### src/rtl/col_pkg.sv
// Shared types and widths for the column-decoder sequencer and its arbiter.
package col_pkg;

  localparam int COL_ADDR_W = 3;
  localparam int COL_DATA_W = 8;
  localparam int PH_CNT_W   = 4;

  typedef enum logic [1:0] {
    IDLE  = 2'd0,
    PRE   = 2'd1,
    DRIVE = 2'd2,
    REL   = 2'd3
  } col_state_t;

  typedef enum logic {
    OP_CAM = 1'b0,
    OP_MAC = 1'b1
  } col_op_t;

endpackage

### src/rtl/col_rr_arb.sv
// Two-way round-robin arbiter, purely combinational.
// req[0]/req[1] are the two requesters; last = 1 means requester 1 was served
// most recently, so requester 0 wins a tie. en gates all grants off.
module col_rr_arb (
  input  logic       en,
  input  logic [1:0] req,
  input  logic       last,
  output logic [1:0] gnt
);

  // Grant the lone requester, or on a tie the one not served last.
  always_comb begin
    gnt = 2'b00;
    if (en) begin
      case (req)
        2'b01:   gnt = 2'b01;
        2'b10:   gnt = 2'b10;
        2'b11:   gnt = last ? 2'b01 : 2'b10;
        default: gnt = 2'b00;
      endcase
    end
  end

endmodule

### src/rtl/col_ctrl.sv
// Column-decoder sequencer: arbitrates CAM-write and MAC requests and runs
// each granted operation through precharge -> drive -> release.
// Optional feature macro: COL_CTRL_STATS_EN adds saturating completion
// counters wr_count / mac_count.
//
// state | meaning
// IDLE  | bit lines free, decoder outputs 0, ready may be granted
// PRE   | bit-line precharge (pre_en), PRE_CYC cycles
// DRIVE | bit-line drive with word line on (wl_en), DRV_CYC cycles
// REL   | release, single cycle, done/done_mac pulse
module col_ctrl
  import col_pkg::*;
#(
  parameter int PRE_CYC = 2,
  parameter int DRV_CYC = 3
) (
  input  logic                  clk,
  input  logic                  rst,
  input  logic                  wr_valid,
  input  logic [COL_ADDR_W-1:0] wr_addr,
  output logic                  wr_ready,
  input  logic                  mac_valid,
  input  logic [COL_DATA_W-1:0] mac_data,
  output logic                  mac_ready,
  output logic                  dec_mac_en,
  output logic [COL_ADDR_W-1:0] dec_addr,
  output logic [COL_DATA_W-1:0] dec_data,
  output logic                  pre_en,
  output logic                  wl_en,
  output logic                  busy,
  output logic                  done,
  output logic                  done_mac
`ifdef COL_CTRL_STATS_EN
  ,
  output logic [15:0]           wr_count,
  output logic [15:0]           mac_count
`endif
);

  if (PRE_CYC < 1 || PRE_CYC > 15) begin : g_pre_chk
    $error("col_ctrl: PRE_CYC must be in 1..15");
  end
  if (DRV_CYC < 1 || DRV_CYC > 15) begin : g_drv_chk
    $error("col_ctrl: DRV_CYC must be in 1..15");
  end

  localparam logic [PH_CNT_W-1:0] PRE_LEN = PH_CNT_W'(PRE_CYC);
  localparam logic [PH_CNT_W-1:0] DRV_LEN = PH_CNT_W'(DRV_CYC);
  localparam logic [PH_CNT_W-1:0] CNT_ONE = PH_CNT_W'(1);

  col_state_t          state;
  logic [PH_CNT_W-1:0] cnt;
  col_op_t             last_grant;
  logic [1:0]          gnt;

  col_rr_arb u_arb (
    .en   (state == IDLE),
    .req  ({mac_valid, wr_valid}),
    .last (last_grant == OP_MAC),
    .gnt  (gnt)
  );

  assign wr_ready  = gnt[0];
  assign mac_ready = gnt[1];

  // Phase sequencer; decoder outputs double as the captured payload.
  always_ff @(posedge clk) begin
    if (rst) begin
      state      <= IDLE;
      cnt        <= '0;
      last_grant <= OP_MAC;
      dec_mac_en <= 1'b0;
      dec_addr   <= '0;
      dec_data   <= '0;
      pre_en     <= 1'b0;
      wl_en      <= 1'b0;
      busy       <= 1'b0;
      done       <= 1'b0;
      done_mac   <= 1'b0;
    end else begin
      case (state)
        IDLE: begin
          if (gnt[0]) begin
            state      <= PRE;
            cnt        <= PRE_LEN;
            last_grant <= OP_CAM;
            dec_mac_en <= 1'b0;
            dec_addr   <= wr_addr;
            dec_data   <= '0;
            pre_en     <= 1'b1;
            busy       <= 1'b1;
          end else if (gnt[1]) begin
            state      <= PRE;
            cnt        <= PRE_LEN;
            last_grant <= OP_MAC;
            dec_mac_en <= 1'b1;
            dec_addr   <= '0;
            dec_data   <= mac_data;
            pre_en     <= 1'b1;
            busy       <= 1'b1;
          end
        end
        PRE: begin
          if (cnt == CNT_ONE) begin
            state  <= DRIVE;
            cnt    <= DRV_LEN;
            pre_en <= 1'b0;
            wl_en  <= 1'b1;
          end else begin
            cnt <= cnt - CNT_ONE;
          end
        end
        DRIVE: begin
          if (cnt == CNT_ONE) begin
            state    <= REL;
            cnt      <= '0;
            wl_en    <= 1'b0;
            done     <= 1'b1;
            done_mac <= dec_mac_en;
          end else begin
            cnt <= cnt - CNT_ONE;
          end
        end
        REL: begin
          state      <= IDLE;
          done       <= 1'b0;
          done_mac   <= 1'b0;
          busy       <= 1'b0;
          dec_mac_en <= 1'b0;
          dec_addr   <= '0;
          dec_data   <= '0;
        end
        default: state <= IDLE;
      endcase
    end
  end

`ifdef COL_CTRL_STATS_EN
  // Saturating completion counters, one per operation type.
  always_ff @(posedge clk) begin
    if (rst) begin
      wr_count  <= '0;
      mac_count <= '0;
    end else if (done) begin
      if (!done_mac && wr_count != 16'hFFFF)
        wr_count <= wr_count + 16'd1;
      if (done_mac && mac_count != 16'hFFFF)
        mac_count <= mac_count + 16'd1;
    end
  end
`endif

endmodule
### config.mk
export PLATFORM = sky130hd
export DESIGN_NAME = col_ctrl
export DESIGN_NICKNAME = d
export VERILOG_FILES = /design/src/rtl/col_pkg.sv /design/src/rtl/col_rr_arb.sv /design/src/rtl/col_ctrl.sv
export SDC_FILE = /design/constraint.sdc
export NUM_CORES = 1
export LEC_CHECK = 0
export ABC_AREA = 0
export CAP_MARGIN = 15
export CORE_MARGIN = 1.5
export CORE_UTILIZATION = 41
export DETAILED_ROUTE_END_ITERATION = 8
export PLACE_DENSITY = 0.85
export SYNTH_ARGS = -nofsm -noshare
export SYNTH_HDL_FRONTEND = slang
export SYNTH_SLANG_ARGS = --single-unit
### constraint.sdc
create_clock -name clk -period 1.68 [get_ports clk]
set_clock_uncertainty 0.05 [all_clocks]
set_input_delay 0.336 -clock clk [delete_from_list [all_inputs] [get_ports clk]]
set_output_delay 0.336 -clock clk [all_outputs]
set_load 0.02 [all_outputs]
==> impl_metrics.json <==
{
  "status": "finished with violations",
  "violations": "negative setup slack",
  "root_buffer": "clkbuf_4",
  "drt_pass1_iterations": 4,
  "syn_area_per_cell_um2": 8.76,
  "synth-edff-count": 0,
  "clock_power_share_pct": 17.5,
  "final_nets": 197,
  "clk_path_buf_depth": 2,
  "fin_crit_sh_pct": 101,
  "synth_seq_cells": 24,
  "multi_input_area_um2": 626,
  "die_w_um": 54.9,
  "core_region_area_um2": 2520,
  "synth_nets": 147,
  "cp-end-kind": "register",
  "ioPinCount": 34,
  "htree_num_levels": 1,
  "die_area_um2": 3010,
  "dpl.hpwl_um": 2170,
  "postLayoutCellArea_um2": 1670,
  "pwr_density_cell_nw_per_um2": 1420,
  "utilization_pct": 66.2,
  "period_needed_ns": 1.69,
  "layout-drive-gt1-share_pct": 23.4,
  "wl_per_cell_um": 14.3,
  "synth_cell_types": 30,
  "postCtsSetupBuffers": 0,
  "dpl-instance-area_um2": 1570,
  "slew_headroom_pct": 75.9,
  "combPwrFrac_pct": 49.2,
  "portBuffers": 33,
  "clkLatencyLatePin_ns": 0.32,
  "final_cell_mix": "nor2_1 (25), dfxtp_1 (23), buf_4 (18)",
  "tritoncts": "yes",
  "required_ns": 1.85,
  "grt_max_degree": 20,
  "fin_hold_ws_ns": 0.456,
  "gp_congestion": 0.794,
  "antenna_found_initial": 0,
  "dr.first_iter.drc_count": 36,
  "start_kind": "input port",
  "syn_to_final_growth_pct": 51.4,
  "first_global_vias": 1000,
  "ant_nets": 0,
  "grt-ovfl-total": 0,
  "cts_buffers": 3,
  "diodes": 0,
  "num_vias": 1102,
  "clock_sink_count": 24,
  "worst_pin_slew_ns": 0.361,
  "fmax_ghz": 0.590,
  "syn_inst": 126,
  "slew_violations": 0,
  "synth_top_flop_cell": "dfxtp_1",
  "grt_pass1_wl_um": 4190,
  "track_usage_pct": 19.4,
  "final_common_cell": "nor2_1",
  "rsz0062_at_grt": "true",
  "num_rows": 18,
  "p_leak_nw": 0.767,
  "die_h_um": 54.9,
  "seq_area_frac_synth_pct": 43.5,
  "clk_pin_slew_ns": 0.13,
  "wirelength_um": 2930,
  "fin_ws_ns": -0.0141,
  "yosys_warnings": 0,
  "criticalPathCategory": "input port to register",
  "final-seq-area_um2": 482,
  "hp-class": "register to register",
  "start_util_pct": 43.7,
  "synth_area_um2": 1100,
  "fillers": 212,
  "async_flop_share_pct": 0,
  "power.internal_mw": 1.49,
  "switchingPower_mw": 0.894,
  "setup_viol": 1,
  "maxCapViolations": 0,
  "vias_per_cell": 5.38,
  "cp.arrival_ns": 1.87,
  "crit_fanout": 6,
  "vdd_drop_max_mv": 0.902,
  "drc": 0,
  "switching_share_pct": 37.6,
  "hold_violations": 0,
  "pwr-share-seq_pct": 33.3,
  "finalPower_mw": 2.38
}
## power groups by stage
stage	clock [mW]	sequential [mW]	combinational (mW)
after floorplan	0	0.865	0.554
after global placement	0	0.784	1.06
after detailed placement	0	0.792	1.09
after CTS	0.431	0.779	1.08
after global routing	0.448	0.809	1.27
final	0.417	0.792	1.17
## kinds of logic (layout without fill, tap and decap cells)
logic type / count (synthesis) / in the layout / synth area share, %
flip-flops: 24 / 24 / 43.5
AO/OA/AOI/OAI: 40 / 40 / 24.4
buffers and inverters: 12 / 61 / 5.10
multiplexers: 1 / 1 / 0.907
AND/OR/NAND/NOR: 43 / 43 / 19.3
adder cells (fa/ha/maj): 6 / 6 / 6.80
## what timing repair did
action,CTS,global route
setup endpoints to repair,28,25
hold buffers,0,0
gates resized for setup,27,19
pin swaps,0,1
## cell type report
cell class              instances  share of cell area [%]
repair buffers                 50                    26.7
clock inverters                 1                    1.80
clock buffers                   3                    1.35
flip-flops and latches         24                    28.8
well taps                      30                    2.25
multi-input cells              90                    37.5
inverters                       7                    1.57
## flip-flops by register name, indices dropped and copies added (netlist names)
name,count
dec_addr,3
last_grant,1
dec_data,8
wl_en,1
done,1
done_mac,1
busy,1
cnt,4
pre_en,1
state,2
dec_mac_en,1
## final timing paths
path	from	to	slack, ns	cells after the start
max	wr_valid	state[1]	-0.01	6
min	busy	busy	0.46	2
max reg2reg	cnt[0]	state[0]	0.02	4
min reg2reg	busy	busy	0.46	2
## critical path, cell delays in order
cell and delay [ns]:
clkdlybuf4s50_1 0.47, buf_4 0.18, or3b_4 0.44, o21ai_0 0.16
mux2i_1 0.22, nor2_1 0.05
## per-stage QoR
stage                     std cells  TNS [ns]  worst slack [ns]
final                           205   -0.0141           -0.0141
after global routing            205    -0.112           -0.0325
after CTS                       205         0         0.0000620
after detailed placement        201     -6.18            -0.373
after global placement          201     -5.31            -0.331
after floorplan                 126         0            0.0134
## cell usage after synthesis, types with 2 or more instances
| master | count | area share, % |
|---|---|---|
| a211oi_1 | 3 | 2.0 |
| a21oi_1 | 7 | 3.2 |
| a22oi_1 | 11 | 7.5 |
| clkbuf_1 | 3 | 1.0 |
| dfxtp_1 | 24 | 44 |
| ha_1 | 6 | 6.8 |
| inv_1 | 7 | 2.4 |
| nand2_1 | 4 | 1.4 |
| nand2b_1 | 2 | 1.1 |
| nor2_1 | 25 | 8.5 |
| nor2b_1 | 2 | 1.1 |
| nor3b_1 | 2 | 1.4 |
| o21ai_0 | 12 | 5.4 |
| or4_1 | 2 | 1.4 |
## per-layer routing
metal / routed length (µm) / vias up / GRT usage, %
met5: 0 / - / 0
met4: 48 / 0 / 6.25
met3: 180 / 6 / 7.38
met2: 1490 / 35 / 31.7
met1: 1210 / 514 / 23.3
li1: - / 547 / -
Power figures use the tool's default switching activity.
